`src/rtl/generic_maj5.sv`:
```
// Five-input bitwise majority voter with a registered vote and sticky
// per-input dissent flags that identify which voter disagreed.
module generic_maj5 #(
  parameter int unsigned WIDTH = 1
) (
  input  logic             clk,
  input  logic             rst,
  input  logic [WIDTH-1:0] A,
  input  logic [WIDTH-1:0] B,
  input  logic [WIDTH-1:0] C,
  input  logic [WIDTH-1:0] D,
  input  logic [WIDTH-1:0] E,
  input  logic             clr,
  output logic [WIDTH-1:0] X,
  output logic [WIDTH-1:0] X_q,
  output logic             unanimous,
  output logic [4:0]       dissent,
  output logic [4:0]       dissent_q
);

  logic [WIDTH-1:0] vote;
  logic [WIDTH-1:0] vote_d;
  logic [WIDTH-1:0] vote_q;
  logic [4:0]       dis;
  logic [4:0]       dis_acc_d;
  logic [4:0]       dis_acc_q;
  logic             agree;

  // Per-lane vote as the OR of all ten 3-of-5 product terms.
  always_comb begin
    vote = '0;
    for (int unsigned i = 0; i < WIDTH; i++) begin
      vote[i] = (A[i] & B[i] & C[i]) | (A[i] & B[i] & D[i]) |
                (A[i] & B[i] & E[i]) | (A[i] & C[i] & D[i]) |
                (A[i] & C[i] & E[i]) | (A[i] & D[i] & E[i]) |
                (B[i] & C[i] & D[i]) | (B[i] & C[i] & E[i]) |
                (B[i] & D[i] & E[i]) | (C[i] & D[i] & E[i]);
    end
  end

  always_comb begin
    dis    = '0;
    dis[0] = |(A ^ vote);
    dis[1] = |(B ^ vote);
    dis[2] = |(C ^ vote);
    dis[3] = |(D ^ vote);
    dis[4] = |(E ^ vote);
  end

  always_comb begin
    agree = (A == B) && (A == C) && (A == D) && (A == E);
  end

  // Set wins over clear: a clear cycle still captures that cycle's dissent.
  always_comb begin
    vote_d    = vote;
    dis_acc_d = clr ? dis : (dis_acc_q | dis);
  end

  always_ff @(posedge clk or posedge rst) begin
    if (rst) begin
      vote_q    <= '0;
      dis_acc_q <= '0;
    end else begin
      vote_q    <= vote_d;
      dis_acc_q <= dis_acc_d;
    end
  end

  assign X         = vote;
  assign X_q       = vote_q;
  assign unanimous = agree;
  assign dissent   = dis;
  assign dissent_q = dis_acc_q;

endmodule

```
`config.mk`:
```
export PLATFORM = sky130hd
export DESIGN_NAME = generic_maj5
export DESIGN_NICKNAME = d
export VERILOG_FILES = /design/src/rtl/generic_maj5.sv
export SDC_FILE = /design/constraint.sdc
export NUM_CORES = 1
export LEC_CHECK = 0
export BUFFER_PORTS_ARGS = -buffer_cell sky130_fd_sc_hd__buf_2
export CORE_AREA = 2 2 39 41
export CTS_CLUSTER_DIAMETER = 50
export DETAILED_ROUTE_END_ITERATION = 8
export DIE_AREA = 0 0 41 43
export SYNTH_ARGS = -nofsm -noshare
export SYNTH_HDL_FRONTEND = slang
export SYNTH_SLANG_ARGS = --single-unit
```
`constraint.sdc`:
```
create_clock -name clk -period 1.1 [get_ports clk]
set_input_delay 0.055 -clock clk [delete_from_list [all_inputs] [get_ports clk]]
set_output_delay 0.055 -clock clk [all_outputs]
set_load 0.005 [all_outputs]
```
Word level (Yosys, flattened, before mapping):

Cells that the tools add are included.

* bits in registers: 6
* latch bits: 0
* bits in writable memories: 0
* memory bits (read-only): 0
* input port bits: 8
* output and inout port bits: 13
* logic and storage cells: 41
* memories kept: 0

* add/sub/neg operators: 0
* $mul: 0
* divide/modulo/power cells: 0
* $lt $le $gt $ge: 0
* equal/unequal tests: 4
* shift-type cells: 0
* multiplexer cells: 1
* bitwise operators: 31
* reduce and logical (&&, ||, !) cells: 3

Operators with widths (count)
* bitwise AND 1 bit: 16
* bitwise OR 1 bit: 9
* 2-to-1 mux 5 bit: 1
* bitwise OR 5 bit: 1
* bitwise XOR 1 bit: 5
* == test 1 bit: 4
* logical AND 1 bit: 3

Logic depth before layout (Yosys ltp):

Gate-level depths: netlist of run 1.

* word-level depth: 14
* gate-level depth with buffers: 5
* gate-level depth less buffers: 5

Worst setup path after synthesis of run 1:

OpenSTA, ideal clock, no wires.

* path type: input -> register
* start: in A
* end: reg dis_acc_q[0], in the netlist dissent_q[0]
* library setup time: 0.121 ns
* arrival time: 1.039 ns
* data required time: 0.979 ns
* setup slack: -0.060 ns
* stages on the path: 5
* path buffers: 0
* cell sequence: ha_1 o22ai_2 nand3_2 or3_1 a22o_1

* cells in the longest elaborated chain, start to end: 14
* elaborated cells between the ends (all ways): 21
* classes of those cells: 1 x mux; 20 x bitwise

RTL lines
* from (decl): line 8 `input logic [WIDTH-1:0] A,`
* bitwise AND 1 bit: line 33, 34
* bitwise AND 1 bit: line 33 `vote[i] = (A[i] & B[i] & C[i]) | (A[i] & B[i] & D[i]) |`
* bitwise OR 1 bit (2 in series): line 33
* bitwise OR 1 bit (2 in series): line 34 `(A[i] & B[i] & E[i]) | (A[i] & C[i] & D[i]) |`
* bitwise OR 1 bit (2 in series): line 35 `(A[i] & C[i] & E[i]) | (A[i] & D[i] & E[i]) |`
* bitwise OR 1 bit (2 in series): line 36 `(B[i] & C[i] & D[i]) | (B[i] & C[i] & E[i]) |`
* bitwise OR 1 bit: line 37 `(B[i] & D[i] & E[i]) | (C[i] & D[i] & E[i]);`
* bitwise XOR 1 bit (*): line 43 `dis[0] = |(A ^ vote);`
* bitwise OR 5 bit: line 57 `dis_acc_d = clr ? dis : (dis_acc_q | dis);`
* 2-to-1 mux 5 bit (*): line 57
* net dis_acc_d[0]: line 25 `logic [4:0] dis_acc_d;`
* to (signal assigned): line 66 `dis_acc_q <= dis_acc_d;`
* to (decl): line 26 `logic [4:0] dis_acc_q;`

The timed path passes the listed nets; every way through them passes the cells marked *.

Worst setup path after layout of run 1:

* start: in A
* end: out dissent[2]

* cells in the longest elaborated chain, start to end: 12
* elaborated cells between the ends (all ways): 19
* classes of those cells: 19 x bitwise

RTL lines
* bitwise AND 1 bit: line 33, 34
* bitwise AND 1 bit: line 33
* bitwise OR 1 bit (2 in series): line 33
* bitwise OR 1 bit (2 in series): line 34
* bitwise OR 1 bit (*) (2 in series): line 35
* bitwise OR 1 bit (*) (2 in series): line 36
* bitwise OR 1 bit (*): line 37
* bitwise XOR 1 bit (*): line 45 `dis[2] = |(C ^ vote);`
* to (decl): line 17 `output logic [4:0] dissent,`

Every way passes the cells marked *; elsewhere a longest branch is shown, timed or not.

==> results of run 1 <==
layout make-up:
| cell class | instances | area [um^2] |
|---|---|---|
| fillers | 134 | 633.1 |
| multi-input cells | 32 | 319.1 |
| repair buffers | 33 | 227.7 |
| flip-flops and latches | 6 | 150.1 |
| clock buffers | 3 | 22.52 |
| well taps | 16 | 20.02 |
| inverters | 3 | 11.26 |
power groups by stage:
stage | combinational, mW | clock [mW] | sequential, mW
3_3_place_gp | 0.234 | 0 | 0.264
2_1_floorplan | 0.107 | 0 | 0.268
5_1_grt | 0.341 | 0.226 | 0.266
3_5_place_dp | 0.239 | 0 | 0.266
6_report | 0.305 | 0.199 | 0.262
4_1_cts | 0.263 | 0.208 | 0.262
worst paths after layout:
path | start | endpoint | slack, ps | depth (start not counted)
max | A | dissent[2] | -180 | 7
min | clr | dissent_q[4] | 160 | 3
max reg2reg | dissent_q[2] | dissent_q[2] | 380 | 1
max in group asynchronous | rst | dissent_q[3] | 660 | 3
min in group asynchronous | rst | dissent_q[1] | 260 | 3
min reg2reg | dissent_q[4] | dissent_q[4] | 470 | 1
stage by stage:
step	instances	instance area (um^2)	worst slack [ps]	hold WS, ps
6_report	93	750.7	-176.4	163.9
5_1_grt	93	750.7	-246.2	187.7
4_1_cts	92	694.4	-200.0	160.5
3_5_place_dp	86	618.1	-295.7	-26.69
3_3_place_gp	86	618.1	-278.0	-32.21
2_1_floorplan	41	430.4	-22.81	-154.0
sequential cells by signal, summed over array words and instances, names as in the netlist:
register / cells
X_q: 1
dissent_q: 5
timing repair:
action / CTS / global route
setup buffers: 2 / 1
hold endpoints to repair: 6 / 0
resized for setup: 8 / 10
cloned: 0 / 0
hold buffers: 1 / 0
pin swaps: 10 / 3
endpoints found under the setup margin: 9 / 7
layer usage:
layer	up-vias	track usage [%]
li1	225	-
met1	204	11.11
met2	18	23.75
met3	2	3.141
met4	0	10.00
met5	-	0
placed cells by master (no fill, tap or decap), drive strengths merged:
cell type	n
nand3	2
nand2b	1
a22o	4
a21o	1
ha	3
buf	32
o21ai	5
dfrtp	6
xor2	1
inv	3
a21boi	1
o22ai	1
or3	4
nor4	1
and3	1
o211ai	1
and2	4
clkbuf	3
dlygate4sd3	1
nand2	1
mux2i	1
logic make-up after synthesis:
family,count (synthesis),share of synthesized area [%]
compound gates,13,24.69
mux,1,2.469
buf+inv,3,2.778
xor+xnor,1,2.161
flops,6,37.04
simple gates,14,21.60
fa+ha+maj,3,9.260
==> flow_summary_export.csv, run 1 <==
group,metric,value,unit
power,comb_power_share,39.8,%
finish,syn_to_final_growth,85.19,%
detailed_routing,vias,449,
critical_path,crit_arrival,1220,ps
critical_path,cp.buffers_inverters,2,
global_routing,first_global_vias,427,
sta,rsz0062_at_grt,"true",
global_routing,grt_pass1_wl,1573,um
power,pwr-share-clk,26.0,%
sta,finalCriticalPeriod,1276,ps
placement,io_buffers,20,
placement,gp_congestion,0.7251,
detailed_routing,route.met3.wl,71,um
yosys,yosys_register_bits,6,
critical_path,slowest_delay,390,ps
critical_path,path_delay_family,"simple AND/OR/NAND/NOR gates",
detailed_routing,routedWlPerCell,11.12,um
cts,clock-root-buffer,"clkbuf_4",
cts,cts-buffers-inserted,3,
cts,cts.htree.levels,1,
critical_path,crit_required,1040,ps
critical_path,cp-start-kind,"primary input",
detailed_routing,met1_length,379,um
detailed_routing,routed_wl,1034,um
sta,finalSetupTns,-774.6,ps
critical_path,end_kind,"output port",
global_routing,gr-total-overflow,0,
yosys,synth_edf_count,0,
global_routing,grtUsageTotal,13.20,%
floorplan,ioPinCount,21,
floorplan,coreArea,1384,um^2
cts,clkTransAtPathRegs,40,ps
detailed_routing,drcViolationCount,0,
power,p_leak,0.3608,nW
yosys,synth_common_cells,"dfrtp_1 (6), a22o_1 (4), and2_1 (4), o21ai_0 (4), or3_1 (4)",
yosys,yosysTopAreaCellShare,37.04,%
cts,clk_latency,240,ps
floorplan,rows,14,
critical_path,crit_chain,"buf_12 > ha_4 > o22ai_4 > nand3_4 > or3_4 > and2_4 > buf_6",
sta,relSlewSlack,82.06,%
power,seqPwrFrac,34.2,%
critical_path,slowest_stage,"or3_4",
yosys,synth_most_common_cell,"dfrtp_1",
power,power.density,1020,nW/um^2
floorplan,die_x,41,um
finish,final_core_util,54.25,%
cts,clock_path_buffers,2,
sta,clock.fmax,783.5,MHz
run_status,status,"finished with violations",
power,p_sw_share,27.82,%
yosys,synth_fp_nets,52,
cts,cts_sinks,6,
job,drv_cap,0,
floorplan,start_util,29.29,%
detailed_routing,drt_iter0_markers,3,
yosys,async_flop_share,100.0,%
detailed_routing,top_layer_used,"met4",
floorplan,die_h,43,um
sta,finalCritPeriodShare,116.0,%
power,vdd_drop_max,0.0003413,V
yosys,syn_area_per_cell,9.888,um^2
global_routing,antenna_found_initial,0,
yosys,synth_top_cell_by_area,"dfrtp_1",
run_status,violations,"setup timing",
sta,slew_viol_final,0,
sta,finClkSkew,0,ps
detailed_routing,dr.pass1.iters,5,
finish,drive_gt1_share,61.04,%
detailed_routing,wl_met2,578,um
global_routing,grt_max_degree,10,
critical_path,crit_type,"primary input to output port",
sta,hold_viol_final,0,
hold_path,hold_path_class,"primary input to flip-flop",
power,internal_power,0.5527,mW
yosys,seq_area_frac_synth,37.04,%
power,finalPower,0.7656,mW
power,switching_power,0.2130,mW
sta,tightest_slew,266.3,ps
cts,tritoncts,"yes",
sta,setup_slack,-176.4,ps
sta,setup_viol,6,
floorplan,die-area,1763,um^2
detailed_routing,via_per_inst,4.828,
finish,nets,90,
yosys,syn-instance-count,41,
yosys,synth.area.top_cells,"dfrtp_1 (37%), ha_1 (9.3%), a22o_1 (8.6%)",
detailed_routing,ant_nets,0,
yosys,yosysWarnings,0,
finish,n_antenna_cell,0,
yosys,syn_area,405.4,um^2
critical_path,path_max_fanout,7,
placement,dp_hpwl,785.4,um
yosys,synth_cell_type_count,20,
yosys,synth_flop_cell,"dfrtp_1",
(Power assumes the default switching activity.)
==> run 2, diff against run 1 <==
Settings changed: TNS_END_PERCENT set to 5.
==> run 2 against run 1 <==
Compared with the run above: the flow still finishes with violations (setup timing); critical path depth is the same; core utilization shrank 1.4 points; flip-flop and latch count is the same; highest routed layer is now met3.
==> flow_summary_export.csv, run 2 (same netlist as run 1, synthesis figures left out) <==
group,metric,value,unit
hold_path,hold_path_class,"primary input to flip-flop",
detailed_routing,drcViolationCount,0,
floorplan,start_util,29.29,%
floorplan,die-area,1763,um^2
sta,rsz0062_at_grt,"true",
cts,clk_latency,230,ps
floorplan,die_h,43,um
detailed_routing,routedWlPerCell,10.70,um
critical_path,cp.buffers_inverters,2,
floorplan,ioPinCount,21,
job,drv_cap,0,
cts,clock_path_buffers,2,
sta,setup_viol,5,
detailed_routing,dr.pass1.iters,2,
detailed_routing,routed_wl,974,um
detailed_routing,via_per_inst,4.637,
power,power.density,1010,nW/um^2
detailed_routing,ant_nets,0,
global_routing,grt_max_degree,10,
placement,io_buffers,20,
global_routing,gr-total-overflow,0,
global_routing,grtUsageTotal,13.00,%
finish,drive_gt1_share,56.00,%
finish,layout_common_cells,"buf_2 (16), buf_4 (10), dfrtp_1 (6), o21ai_1 (4), a22o_1 (4)",
floorplan,die_x,41,um
run_status,violations,"setup timing",
sta,relSlewSlack,80.11,%
critical_path,path_delay_family,"simple AND/OR/NAND/NOR gates",
cts,clkTransAtPathRegs,40,ps
sta,finClkSkew,0,ps
critical_path,slowest_stage,"or3_4",
finish,largest_reg_flops,5,
critical_path,crit_required,1040,ps
run_status,status,"finished with violations",
finish,n_antenna_cell,0,
power,finalPower,0.7382,mW
critical_path,cp-start-kind,"primary input",
detailed_routing,vias,422,
sta,finalCriticalPeriod,1312,ps
critical_path,r2r_setup_slack,390,ps
global_routing,grt_pass1_wl,1614,um
cts,cts-buffers-inserted,3,
sta,finalCritPeriodShare,119.3,%
sta,slew_viol_final,0,
finish,syn_to_final_growth,80.25,%
global_routing,antenna_found_initial,0,
finish,nets,88,
sta,clock.fmax,762.0,MHz
sta,hold_viol_final,0,
sta,setup_slack,-212.3,ps
critical_path,end_kind,"output port",
critical_path,path_max_fanout,7,
power,vdd_drop_max,0.0003080,V
finish,final_common_cell,"buf_2",
critical_path,slowest_delay,380,ps
detailed_routing,drt_iter0_markers,2,
power,p_leak,0.3487,nW
cts,clock-root-buffer,"clkbuf_4",
sta,tightest_slew,296.3,ps
global_routing,first_global_vias,420,
sta,holdWs,163.6,ps
critical_path,crit_arrival,1260,ps
cts,tritoncts,"yes",
floorplan,coreArea,1384,um^2
finish,final_core_util,52.80,%
cts,cts_sinks,6,
placement,gp_congestion,0.6960,
placement,dpl_worst_slack,-305.8,ps
floorplan,rows,14,
sta,finalSetupTns,-834.0,ps
critical_path,crit_chain,"buf_12 > ha_4 > o22ai_4 > nand3_4 > or3_4 > and2_1 > buf_2",
critical_path,crit_type,"primary input to output port",
cts,cts.htree.levels,1,
-- run 2: changes by cell type in the layout (fill, tap and decap cells not counted), sizes merged --
cell  change
buf       -2
-- run 2: repair_timing --
action,4_1_cts,5_1_grt
hold buffers,1,0
pin swaps,8,3
gates resized for setup,7,12
endpoints found under the setup margin,10,10
buffers inserted,1,1
hold endpoints to repair,6,0
-- run 2: layer usage --
| layer | routed length [um] | track usage, % |
|---|---|---|
| met1 | 371 | 14.92 |
| met2 | 524 | 20.94 |
| met3 | 78 | 2.094 |
| met4 | 0 | 8.000 |
| met5 | 0 | 0 |
-- run 2: area by class of cell --
| type | instances | area [um^2] |
|---|---|---|
| clock buffer | 3 | 22.52 |
| fill | 138 | 653.1 |
| inverter | 3 | 11.26 |
| multi-input combinational | 32 | 307.8 |
| sequential | 6 | 150.1 |
| tap | 16 | 20.02 |
| timing repair buffer | 31 | 219.0 |
-- run 2: worst min-delay path, cell delays in order --
cell and delay (ps):
buf_2 70, inv_1 70, a21o_1 160
-- run 2: stage by stage --
| stage | std cells | instance area, um^2 |
|---|---|---|
| after floorplan | 41 | 430.4 |
| after global placement | 85 | 610.6 |
| after CTS | 90 | 673.1 |
| after global routing | 91 | 730.7 |
| after detailed placement | 85 | 610.6 |
| final | 91 | 730.7 |
-- run 2: path summary, 6_finish.rpt --
| path | from | end | cells after the start |
|---|---|---|---|
| max | A | dissent[2] | 7 |
| min | clr | dissent_q[4] | 3 |
| max reg2reg | dissent_q[0] | dissent_q[0] | 1 |
| min reg2reg | dissent_q[4] | dissent_q[4] | 1 |
| max in group asynchronous | rst | dissent_q[3] | 3 |
| min in group asynchronous | rst | dissent_q[1] | 3 |
-- run 2: power by group --
group	internal [mW]	switching (mW)	leakage, nW
Sequential	0.249	0.0120	0.0642
Clock	0.123	0.0691	0.0138
Combinational	0.166	0.119	0.271
==> run 3, diff against run 2 <==
Clock period 1.1 ns to 1.6 ns, I/O delays scaled along.
==> run 3 against run 2 <==
Compared with the run above: the flow now finishes without violations; non-clock buffer count fell by 10; worst hold slack improved by 20 ps; cell area fell by 24%; first-iteration DRC count rose to 3.0 times the previous value; global-route usage fell by 1.0 points; flip-flop and latch count did not move; combinational power fell by 52%; total power fell by 38%; die area did not move; sequential power fell by 31%.
==> flow_summary_export.csv, run 3 (same netlist as run 1, synthesis figures left out) <==
group,metric,value,unit
critical_path,crit_arrival,1390,ps
sta,slew_viol_final,0,
detailed_routing,via_per_inst,4.926,
detailed_routing,drcViolationCount,0,
sta,finalCriticalPeriod,1465,ps
finish,nets,78,
global_routing,first_global_vias,347,
sta,rsz0062_at_grt,"false",
global_routing,busiest_layer,"met2",
cts,cts-buffers-inserted,3,
floorplan,rows,14,
run_status,status,"finished, final reports clean",
detailed_routing,routedWlPerCell,10.85,um
floorplan,coreArea,1384,um^2
job,drv_cap,0,
hold_path,hold_path_class,"primary input to flip-flop",
detailed_routing,vias,399,
cts,clock_path_buffers,2,
placement,dp_hpwl,735.4,um
finish,drive_gt1_share,40.00,%
cts,tritoncts,"yes",
floorplan,ioPinCount,21,
sta,clock.fmax,682.5,MHz
power,finalPower,0.4552,mW
hold_path,hold_depth,3,
global_routing,antenna_found_initial,0,
global_routing,grtUsageMet3,1.571,%
detailed_routing,ant_nets,0,
global_routing,gr-usage-met2,16.88,%
critical_path,r2r_setup_slack,900,ps
placement,gp_congestion,0.7289,
global_routing,gr-total-overflow,0,
floorplan,die-area,1763,um^2
sta,finalSetupTns,0,ps
critical_path,crit_type,"primary input to output port",
detailed_routing,routed_wl,879,um
cts,cts_sinks,6,
cts,clk_latency,250,ps
global_routing,grtUsageTotal,11.98,%
sta,relSlewSlack,70.71,%
power,power.density,815.8,nW/um^2
cts,clkTransAtPathRegs,40,ps
critical_path,path_max_fanout,8,
critical_path,r2r_cells,1,
sta,hold_viol_final,0,
cts,cts_resized,0,
cts,clock-root-buffer,"clkbuf_4",
placement,io_buffers,20,
sta,finClkSkew,0,ps
finish,largest_reg_flops,5,
power,vdd_drop_max,0.0002206,V
power,p_leak,0.2790,nW
detailed_routing,drt_iter0_markers,6,
sta,setup_viol,0,
global_routing,grt_max_degree,10,
finish,syn_to_final_growth,37.65,%
sta,tightest_slew,438.5,ps
floorplan,start_util,29.29,%
sta,finalCritPeriodShare,91.58,%
global_routing,grt_pass1_wl,1407,um
floorplan,die_x,41,um
critical_path,end_kind,"output port",
finish,final_common_cell,"buf_2",
detailed_routing,dr.pass1.iters,4,
critical_path,cp-start-kind,"primary input",
cts,cts.htree.levels,1,
finish,layout_common_cells,"buf_2 (20), dfrtp_1 (6)",
global_routing,met1_usage,14.29,%
critical_path,crit_required,1520,ps
floorplan,die_h,43,um
sta,holdWs,183.7,ps
finish,n_antenna_cell,0,
==> run 3: cell count changes in the layout (fill, tap and decap cells not counted), sizes merged <==
cell and change:
buf -10
==> run 3: final timing paths <==
path | startpoint | end
max | A | dissent[2]
min reg2reg | dissent_q[4] | dissent_q[4]
min in group asynchronous | rst | dissent_q[2]
max reg2reg | dissent_q[2] | dissent_q[2]
min | clr | dissent_q[4]
max in group asynchronous | rst | dissent_q[3]
==> run 3: per-layer routing <==
metal | wire [um] | vias to the layer above
met5 | 0 | -
met4 | 32 | 0
met3 | 105 | 3
met2 | 384 | 22
met1 | 357 | 173
li1 | - | 201
==> run 3: timing repair <==
action | in CTS | in global routing
hold buffers | 1 | 0
buffers inserted | 0 | 0
endpoints found under the hold margin | 6 | 0
==> run 3: where the power goes <==
group	internal [mW]	switching [mW]	total, mW
Sequential	0.171	0.00790	0.179
Clock	0.0848	0.0542	0.139
Combinational	0.0700	0.0671	0.137
Total	0.326	0.129	0.455
==> run 3: metrics by stage <==
stage,setup WS (ps),instances,area [um^2],util [%]
floorplan,414.7,41,405.4,-
global placement,166.8,77,525.5,37.97
detailed placement,130.5,77,525.5,37.97
CTS,127.3,81,558.0,40.33
global route,18.01,81,558.0,40.33
finish,134.8,81,558.0,40.33
==> run 3: critical path, stage by stage <==
cell	delay, ps
buf_2	140
ha_1	210
o22ai_2	150
nand3_2	140
or3_1	380
and2_1	160
buf_2	120
==> run 3: final cells by class <==
type                            count  area (um^2)
Fill cell                         144        825.8
Multi-Input combinational cell     32        244.0
Sequential cell                     6        150.1
Timing Repair Buffer               21        110.1
Clock buffer                        3        22.52
Tap cell                           16        20.02
Inverter                            3        11.26
